## src/rtl/csr_pkg.sv

```systemverilog
// Shared definitions for the timer/interrupt CSR slice: CSR addresses,
// ESTAT.IS bit layout and the ECFG.LIE writable mask.
package csr_pkg;

    localparam int IS_W = 13;

    localparam logic [13:0] CSR_ECFG  = 14'h0004;
    localparam logic [13:0] CSR_ESTAT = 14'h0005;
    localparam logic [13:0] CSR_TID   = 14'h0040;
    localparam logic [13:0] CSR_TCFG  = 14'h0041;
    localparam logic [13:0] CSR_TVAL  = 14'h0042;
    localparam logic [13:0] CSR_TICLR = 14'h0044;

    localparam int IS_SWI_LO = 0;
    localparam int IS_SWI_HI = 1;
    localparam int IS_HWI_LO = 2;
    localparam int IS_HWI_HI = 9;
    localparam int IS_TI     = 11;
    localparam int IS_IPI    = 12;

    // Bit 10 and unused hardware-interrupt slots are never enabled.
    function automatic logic [IS_W-1:0] lie_wmask(input int hw_int_n);
        logic [IS_W-1:0] m;
        m = '0;
        for (int i = 0; i < IS_W; i++) begin
            if ((i <= hw_int_n + 1) || (i == IS_TI) || (i == IS_IPI)) begin
                m[i] = 1'b1;
            end else begin
                m[i] = 1'b0;
            end
        end
        return m;
    endfunction

endpackage

```

## src/rtl/int_sync.sv

```systemverilog
// Multi-stage level synchroniser for asynchronous interrupt inputs;
// STAGES = 0 passes the input straight through.
module int_sync #(
    parameter int STAGES = 2,
    parameter int W      = 1
) (
    input  logic         clk,
    input  logic         reset,
    input  logic [W-1:0] d,
    output logic [W-1:0] q
);

    generate
        if (STAGES == 0) begin : g_bypass
            assign q = d;
        end else begin : g_sync
            logic [W-1:0] stage_r [STAGES];

            // Shift the sampled level through the synchroniser chain.
            always_ff @(posedge clk or negedge reset) begin
                if (!reset) begin
                    for (int i = 0; i < STAGES; i++) begin
                        stage_r[i] <= '0;
                    end
                end else begin
                    stage_r[0] <= d;
                    for (int i = 1; i < STAGES; i++) begin
                        stage_r[i] <= stage_r[i-1];
                    end
                end
            end

            assign q = stage_r[STAGES-1];
        end
    endgenerate

endmodule

```

## src/rtl/csr_timer_int.sv

```systemverilog
// Timer and interrupt CSR unit: TID/TCFG/TVAL/TICLR/ECFG and ESTAT.IS,
// countdown timer, interrupt sampling and registered interrupt request.
module csr_timer_int
    import csr_pkg::*;
#(
    parameter int          TIMER_W     = 32,
    parameter int          HW_INT_N    = 8,
    parameter int          SYNC_STAGES = 2,
    parameter logic [31:0] TID_RESET   = 32'h0
) (
    input  logic                clk,
    input  logic                reset,
    input  logic [13:0]         csr_raddr,
    output logic [31:0]         csr_rdata,
    output logic                csr_hit,
    input  logic                csr_wr_en,
    input  logic [13:0]         csr_waddr,
    input  logic [31:0]         csr_wdata,
    input  logic                crmd_ie,
    input  logic [HW_INT_N-1:0] interrupt,
    input  logic                ipi,
    output logic [12:0]         estat_is,
    output logic                has_int,
    output logic [3:0]          int_idx
);

    localparam logic [IS_W-1:0] LIE_MASK = lie_wmask(HW_INT_N);

    logic [31:0]         tid_r;
    logic [TIMER_W-1:0]  tcfg_r;
    logic [TIMER_W-1:0]  tval_r;
    logic                timer_en_r;
    logic                ti_r;
    logic [1:0]          swi_r;
    logic [IS_W-1:0]     lie_r;
    logic                has_int_r;
    logic [3:0]          int_idx_r;

    logic [HW_INT_N:0]   sync_in_s;
    logic [HW_INT_N:0]   sync_out_s;
    logic [IS_W-1:0]     is_s;
    logic [IS_W-1:0]     pend_s;
    logic [3:0]          idx_s;
    logic                wr_tid_s;
    logic                wr_tcfg_s;
    logic                wr_ticlr_s;
    logic                wr_ecfg_s;
    logic                wr_estat_s;
    logic                ti_set_s;
    logic [TIMER_W-1:0]  wr_reload_s;
    logic [TIMER_W-1:0]  cfg_reload_s;

    assign sync_in_s = {ipi, interrupt};

    int_sync #(
        .STAGES (SYNC_STAGES),
        .W      (HW_INT_N + 1)
    ) u_int_sync (
        .clk   (clk),
        .reset (reset),
        .d     (sync_in_s),
        .q     (sync_out_s)
    );

    assign wr_tid_s   = csr_wr_en && (csr_waddr == CSR_TID);
    assign wr_tcfg_s  = csr_wr_en && (csr_waddr == CSR_TCFG);
    assign wr_ticlr_s = csr_wr_en && (csr_waddr == CSR_TICLR);
    assign wr_ecfg_s  = csr_wr_en && (csr_waddr == CSR_ECFG);
    assign wr_estat_s = csr_wr_en && (csr_waddr == CSR_ESTAT);

    assign wr_reload_s  = {csr_wdata[TIMER_W-1:2], 2'b00};
    assign cfg_reload_s = {tcfg_r[TIMER_W-1:2], 2'b00};
    assign ti_set_s     = timer_en_r && (tval_r == '0);

    // Assemble the IS field: latched SWI/TI plus live synchronised levels.
    always_comb begin
        is_s = '0;
        is_s[IS_SWI_HI:IS_SWI_LO] = swi_r;
        for (int i = 0; i < HW_INT_N; i++) begin
            is_s[IS_HWI_LO + i] = sync_out_s[i];
        end
        is_s[IS_TI]  = ti_r;
        is_s[IS_IPI] = sync_out_s[HW_INT_N];
    end

    assign pend_s = is_s & lie_r;

    // Highest-numbered pending enabled bit wins.
    always_comb begin
        idx_s = 4'd0;
        for (int i = 0; i < IS_W; i++) begin
            if (pend_s[i]) begin
                idx_s = 4'(i);
            end else begin
                idx_s = idx_s;
            end
        end
    end

    // Timer configuration and countdown; a TCFG write overrides counting.
    always_ff @(posedge clk or negedge reset) begin
        if (!reset) begin
            tcfg_r     <= '0;
            tval_r     <= '0;
            timer_en_r <= 1'b0;
        end else if (wr_tcfg_s) begin
            tcfg_r     <= csr_wdata[TIMER_W-1:0];
            tval_r     <= wr_reload_s;
            timer_en_r <= csr_wdata[0];
        end else if (timer_en_r) begin
            if (tval_r != '0) begin
                tval_r <= tval_r - TIMER_W'(1);
            end else if (tcfg_r[1]) begin
                tval_r <= cfg_reload_s;
            end else begin
                timer_en_r <= 1'b0;
            end
        end
    end

    // Timer interrupt flag; a new expiry beats a simultaneous clear.
    always_ff @(posedge clk or negedge reset) begin
        if (!reset) begin
            ti_r <= 1'b0;
        end else if (ti_set_s) begin
            ti_r <= 1'b1;
        end else if (wr_ticlr_s && csr_wdata[0]) begin
            ti_r <= 1'b0;
        end
    end

    // Software-writable registers: TID, LIE and the SWI bits.
    always_ff @(posedge clk or negedge reset) begin
        if (!reset) begin
            tid_r <= TID_RESET;
            lie_r <= '0;
            swi_r <= 2'b00;
        end else begin
            if (wr_tid_s) begin
                tid_r <= csr_wdata;
            end
            if (wr_ecfg_s) begin
                lie_r <= csr_wdata[IS_W-1:0] & LIE_MASK;
            end
            if (wr_estat_s) begin
                swi_r <= csr_wdata[IS_SWI_HI:IS_SWI_LO];
            end
        end
    end

    // Registered interrupt request towards the exception logic.
    always_ff @(posedge clk or negedge reset) begin
        if (!reset) begin
            has_int_r <= 1'b0;
            int_idx_r <= 4'd0;
        end else begin
            has_int_r <= crmd_ie && (pend_s != '0);
            int_idx_r <= idx_s;
        end
    end

    // Combinational read port.
    always_comb begin
        csr_hit   = 1'b1;
        csr_rdata = 32'h0;
        case (csr_raddr)
            CSR_TID:   csr_rdata = tid_r;
            CSR_TCFG:  csr_rdata = 32'(tcfg_r);
            CSR_TVAL:  csr_rdata = 32'(tval_r);
            CSR_TICLR: csr_rdata = 32'h0;
            CSR_ECFG:  csr_rdata = 32'(lie_r);
            CSR_ESTAT: csr_rdata = 32'(is_s);
            default: begin
                csr_hit   = 1'b0;
                csr_rdata = 32'h0;
            end
        endcase
    end

    assign estat_is = is_s;
    assign has_int  = has_int_r;
    assign int_idx  = int_idx_r;

endmodule

```

## config.mk

```make
export PLATFORM = sky130hd
export DESIGN_NAME = csr_timer_int
export DESIGN_NICKNAME = d
export VERILOG_FILES = /design/src/rtl/csr_pkg.sv /design/src/rtl/int_sync.sv /design/src/rtl/csr_timer_int.sv
export SDC_FILE = /design/constraint.sdc
export NUM_CORES = 1
export LEC_CHECK = 0
export ABC_AREA = 1
export BUFFER_PORTS_ARGS = -buffer_cell sky130_fd_sc_hd__buf_4
export CAP_MARGIN = 0
export CORE_MARGIN = 1.5
export CORE_UTILIZATION = 57
export DETAILED_ROUTE_END_ITERATION = 16
export PLACE_DENSITY = 0.79
export SETUP_SLACK_MARGIN = 0.05
export SYNTH_ARGS = -nofsm -noshare
export SYNTH_HDL_FRONTEND = slang
export SYNTH_SLANG_ARGS = --single-unit
```

## constraint.sdc

```tcl
create_clock -name clk -period 1.84 [get_ports clk]
set_input_delay 0.092 -clock clk [delete_from_list [all_inputs] [get_ports clk]]
set_output_delay 0.092 -clock clk [all_outputs]
set_load 0.02 [all_outputs]
```

Yosys cells after proc, flatten, opt, wreduce, memory -nomap -nowiden:

Cells that the tools add are included.

* register bits after elaboration: 135
* bits in latches: 0
* RAM bits: 0
* memory bits (read-only): 0
* input port bits: 73
* output and inout bits: 51
* logic and storage cells: 64
* memories: 0

* $add $sub $neg: 1
* multipliers: 0
* divide/modulo/power cells: 0
* magnitude comparators: 0
* eq/ne operators: 11
* shifts and indexed selects: 0
* muxes and demuxes: 24
* bitwise logic cells: 1
* reductions and logical operators: 16

Operators with widths (number)
* 32-bit one-hot mux with 5 select lines: 1
* 32-bit two-way mux: 4
* 14-bit by 7-bit equality test with 1-bit output (second input constant): 7
* 14-bit by 3-bit equality test with 1-bit output (second input constant): 4
* 4-bit two-way mux: 11
* 32-bit zero test: 1
* 32-bit nonzero test: 1
* 32-bit by 1-bit subtractor with 32-bit output (second input constant): 1
* 13-bit AND: 1
* 13-bit nonzero test: 1
* 1-bit logical AND: 8
* 1-bit two-way mux: 8
* 6-bit OR reduction: 1
* 2-bit nonzero test: 2
* 3-bit nonzero test: 1
* 2-bit AND reduction: 1

Logic depth before layout (Yosys ltp):

* word-level depth: 13
* mapped depth: 12
* mapped depth without buffers: 12

Cells and area by module:

From an unflattened synthesis, not the netlist that was laid out.

* cell total of the unflattened synthesis: 1044
* area, all modules: 7603.5 um^2

Modules (own cells, without submodules)
* csr_timer_int: instances 1, cells an instance 1017, area an instance 7085.5 um^2, sequential area each 2927.8 um^2
* int_sync: instances 1, cells an instance 27, area an instance 518.0 um^2, sequential area each 450.4 um^2

Worst setup path after synthesis:

Ideal clock, no wire load.

* path kind: register to register
* start point: reg tval_r[0]
* end point: reg tval_r[11]
* setup time: 0.121 ns
* data arrival time: 1.558 ns
* required time: 1.719 ns
* slack: 0.161 ns
* cell stages (with the launch flop): 13
* path buffers: 1
* cell sequence: dfrtp_1 inv_1 ha_1 nand2_1 nor2_2 nand2_4 nor2_8 nand2_2 nand2_2 nor2_4 buf_6 nand2_2 nand3_2

* word-level cells in the longest chain between the ends: 4
* elaborated cells on any way between the ends: 7
* classes of those cells: add/sub: 1; mux: 3; reduce/logical: 3

RTL lines
* from (decl): line csr_timer_int.sv:31 `logic [TIMER_W-1:0] tval_r;`
* from (signal assigned): line csr_timer_int.sv:108 `tval_r <= wr_reload_s;`
* from (signal assigned): line csr_timer_int.sv:112 `tval_r <= tval_r - TIMER_W'(1);`
* from (signal assigned): line csr_timer_int.sv:114 `tval_r <= cfg_reload_s;`
* 32-bit by 1-bit subtractor with 32-bit output or 32-bit nonzero test (tied branches): line csr_timer_int.sv:112, csr_timer_int.sv:111
* 32-bit two-way mux: line csr_timer_int.sv:111 `if (tval_r != '0) begin`
* 32-bit two-way mux: line csr_timer_int.sv:110 `end else if (timer_en_r) begin`
* 32-bit two-way mux: line csr_timer_int.sv:106 `end else if (wr_tcfg_s) begin`

Several ways; a longest one is shown, not always the timed one. The select of a mux whose other input is x is not followed.
A chain may end at the register's enable or synchronous reset.

Final worst setup path:

* start point: reg tval_r[14]
* end point: reg tval_r[5]

* word-level cells in the longest chain between the ends: 4
* elaborated cells on any way between the ends: 6
* classes of those cells: mux: 3; reduce/logical: 3

RTL lines (line)
* 32-bit nonzero test *: csr_timer_int.sv:111
* 32-bit two-way mux: csr_timer_int.sv:111
* 32-bit two-way mux: csr_timer_int.sv:110
* 32-bit two-way mux: csr_timer_int.sv:106

Every way passes the cells marked *; elsewhere a longest branch is shown, timed or not. The select of a mux whose other input is x is not followed.

==> flow_metrics.env <==
export IMPL_worstPathCellList="nor2_2 -> nand2_1 -> nor2_4 -> nand2_4 -> nor2_8 -> nand2_2 -> nand2_4 -> nor2_4 -> buf_4 -> nand2_2 -> nand3_2"
export IMPL_fin_worst_skew_ns=0.00803
export IMPL_critical_path_class="reg -> reg"
export IMPL_grt_max_degree=59
export IMPL_num_io_pins=124
export IMPL_ir_worst_vdd_v=0.000584
export IMPL_hpwl_mm=16.7
export IMPL_path_delay_family="simple AND/OR/NAND/NOR gates"
export IMPL_rsz0062_at_grt="true"
export IMPL_worst_setup_path_end_kind="register"
export IMPL_antennaDiodeCount=0
export IMPL_async_flop_share=1.00
export IMPL_core_mm2=0.0132
export IMPL_hp_class="in -> reg"
export IMPL_via_count=8405
export IMPL_die_h_um=119
export IMPL_maxCapViolCount=0
export IMPL_drive_gt1_frac=0.270
export IMPL_antenna_found_initial=0
export IMPL_fmaxAchievable_mhz=546
export IMPL_synth_top_area_cell="dfrtp_1"
export IMPL_clock_path_buffers=2
export IMPL_synth_common_cells="314 x nand2_1, 135 x dfrtp_1, 130 x inv_1, 104 x nor2_1, 76 x o21ai_0"
export IMPL_timing_hold_ws_ns=0.0831
export IMPL_min_period_ns=1.83
export IMPL_firstDrtPassIters=5
export IMPL_rows=42
export IMPL_cp_max_fo=5
export IMPL_slowest_stage="dfrtp_1"
export IMPL_netlist_top_cells_area="dfrtp_1 44%, nand2_1 15%, inv_1 6.3%, nor2_1 5.1%, o21ai_0 4.9%"
export IMPL_ys_warn_count=0
export IMPL_post_route_period_util=0.996
export IMPL_drt_total_wl_mm=26.2
export IMPL_worst_slack_ns=0.00708
export IMPL_grt_pass1_vias=7992
export IMPL_overflow=0
export IMPL_cp_data_arrival_time_ns=2.14
export IMPL_slew_headroom=0.642
export IMPL_synth_edf_count=0
export IMPL_hold_viol=0
export IMPL_portBuffers=122
export IMPL_cp_required_ns=2.15
export IMPL_maxSlewViolCount=0
export IMPL_cts_num_sinks=135
export IMPL_cp_start_kind="register"
export IMPL_syn2layout_area_growth_pct=37.4
export IMPL_clk_pin_slew_ns=0.06
export IMPL_power_leakage_uw=0.00570
export IMPL_place_congestion=1.01
export IMPL_cts_buffers=17
export IMPL_die_x_um=119
export IMPL_postRouteAntennaNets=0
export IMPL_wire_per_inst_um=17.9
export IMPL_htree_levels=4
export IMPL_dp_slack_ns=-0.222
export IMPL_clock_latency_ns=0.43
export IMPL_viasPerCell=5.75
export IMPL_run_status="completed"
export IMPL_tritoncts="yes"
export IMPL_yosysSeqAreaShare=0.439
export IMPL_syn_cell_area_mm2=0.00769
export IMPL_synth_seq_cells=135
export IMPL_drt_iter0_drc=1031
export IMPL_initial_utilization=0.583
export IMPL_cpPeakStageDelay_ns=0.41
export IMPL_setup_violations=0
export IMPL_synth_distinct_cells=37
export IMPL_power_density_mw_per_mm2=671
export IMPL_synth_most_common_cell="nand2_1"
export IMPL_synth_top_area_share=0.439
export IMPL_grt_pass1_wl_mm=40.2
export IMPL_cts_root_buf="clkbuf_16"
export IMPL_synthCells=1038
export IMPL_worst_path_buf_inv=1
export IMPL_nets=1349
export IMPL_worst_slew_pin_slew_ns=0.537
export IMPL_drcViolationCount=0
export IMPL_syn_nets=1113
export IMPL_ys_flop_type="dfrtp_1"
export IMPL_die_area_mm2=0.0142
export IMPL_postSynthAreaPerCell_um2=7.41
export IMPL_grt_usage=0.367
-- worst paths after layout --
| path | startpoint | to | slack [ns] | depth (start not counted) |
|---|---|---|---|---|
| min | csr_waddr[3] | ti_r$_DFFE_PN0P_ | 0.08 | 5 |
| max | tval_r[14]$_DFFE_PN0P_ | tval_r[5]$_DFFE_PN0P_ | 0.007 | 11 |
| max in group asynchronous | reset | tval_r[24]$_DFFE_PN0P_ | 0.92 | 3 |
| min in group asynchronous | reset | tid_r[8]$_DFFE_PN0P_ | 0.19 | 2 |
| max reg2reg | tval_r[14]$_DFFE_PN0P_ | tval_r[5]$_DFFE_PN0P_ | 0.007 | 11 |
| min reg2reg | u_int_sync.g_sync.stage_r[14]$_DFF_PN0_ | u_int_sync.q[5]$_DFF_PN0_ | 0.35 | 0 |
-- area by class of cell --
cell class | instances | area [um2]
Tap cell | 176 | 220
Sequential cell | 135 | 3380
Clock inverter | 13 | 169
Inverter | 135 | 510
Multi-Input combinational cell | 732 | 3740
Fill cell | 895 | 2620
Clock buffer | 19 | 453
Timing Repair Buffer | 253 | 2090
-- stage by stage --
step	total power [uW]	instances	util	setup TNS (ns)	cell area, um2
global route	7250	1463	0.801	-0.577	10600
floorplan	3200	1038	-	0	7690
global placement	3430	1377	0.701	-2.74	9250
detailed placement	3440	1377	0.701	-4.36	9250
finish	7090	1463	0.801	0	10600
CTS	7060	1454	0.784	0	10300
-- sequential cells by signal, summed over array words and instances (netlist names) --
register,cells
tcfg_r,32
lie_r,12
tval_r,32
u_int_sync.g_sync.stage_r,9
tid_r,32
timer_en_r,1
ti_r,1
has_int,1
u_int_sync.q,9
int_idx,4
swi_r,2
-- what timing repair did --
item,in CTS,in global routing
gates cloned,1,1
resized for setup,9,49
buffers inserted,1,8
pin swaps,2,8
hold endpoints to repair,133,0
hold buffers,43,0
setup endpoints to repair,31,55
-- per-layer routing --
layer | share of wire | global-route usage
met1 | 0.39 | 0.495
met2 | 0.47 | 0.581
met3 | 0.10 | 0.0800
met4 | 0.037 | 0.145
met5 | 0 | 0
-- tightest hold or removal path: stages --
cell,delay (ns)
buf_4,0.08
inv_1,0.03
nand4_1,0.09
o31ai_1,0.10
o21ai_0,0.07
-- power breakdown --
part	total [uW]	switching [uW]	internal (uW)
combinational	470	244	226
sequential	3010	17.7	2990
clock	3610	1400	2220
total	7090	1660	5440
-- logic make-up after synthesis --
family,share of synthesized area
and+or+nand+nor,0.335
buffers and inverters,0.0976
AOI/OAI and AO/OA,0.106
DFF,0.439
xor gates and xnor gates,0.00911
muxes,0.00879
adders and majority gates,0.00325
other,0.000488
-- placed cells by master, fill, tap and decap left out, types with 2 or more instances in the layout --
cell type and count:
clkbuf_16 17, nand2_4 6, dfrtp_1 135, clkinv_4 2, nand4_1 24, nor2_1 83, inv_1 126, buf_4 201
dlygate4sd3_1 43, inv_2 6, clkinv_1 2, nand2_2 25, nor2_4 12, o211ai_1 5, nor2_2 21, buf_12 6
o21ai_0 71, o221ai_1 15, o22ai_1 9, o21ai_1 7, inv_6 2, bufinv_16 3, or2_2 2, xnor2_1 2
clkinv_2 2, a21oi_1 18, and3_1 2, mux2_2 6, buf_6 3, nand2_1 306, clkbuf_8 2, o21bai_1 13
clkinvlp_4 4, nand3_1 64, nor3_1 5, xor2_1 6, nand3_2 22
Note: power is estimated with default switching activity, not from simulation.
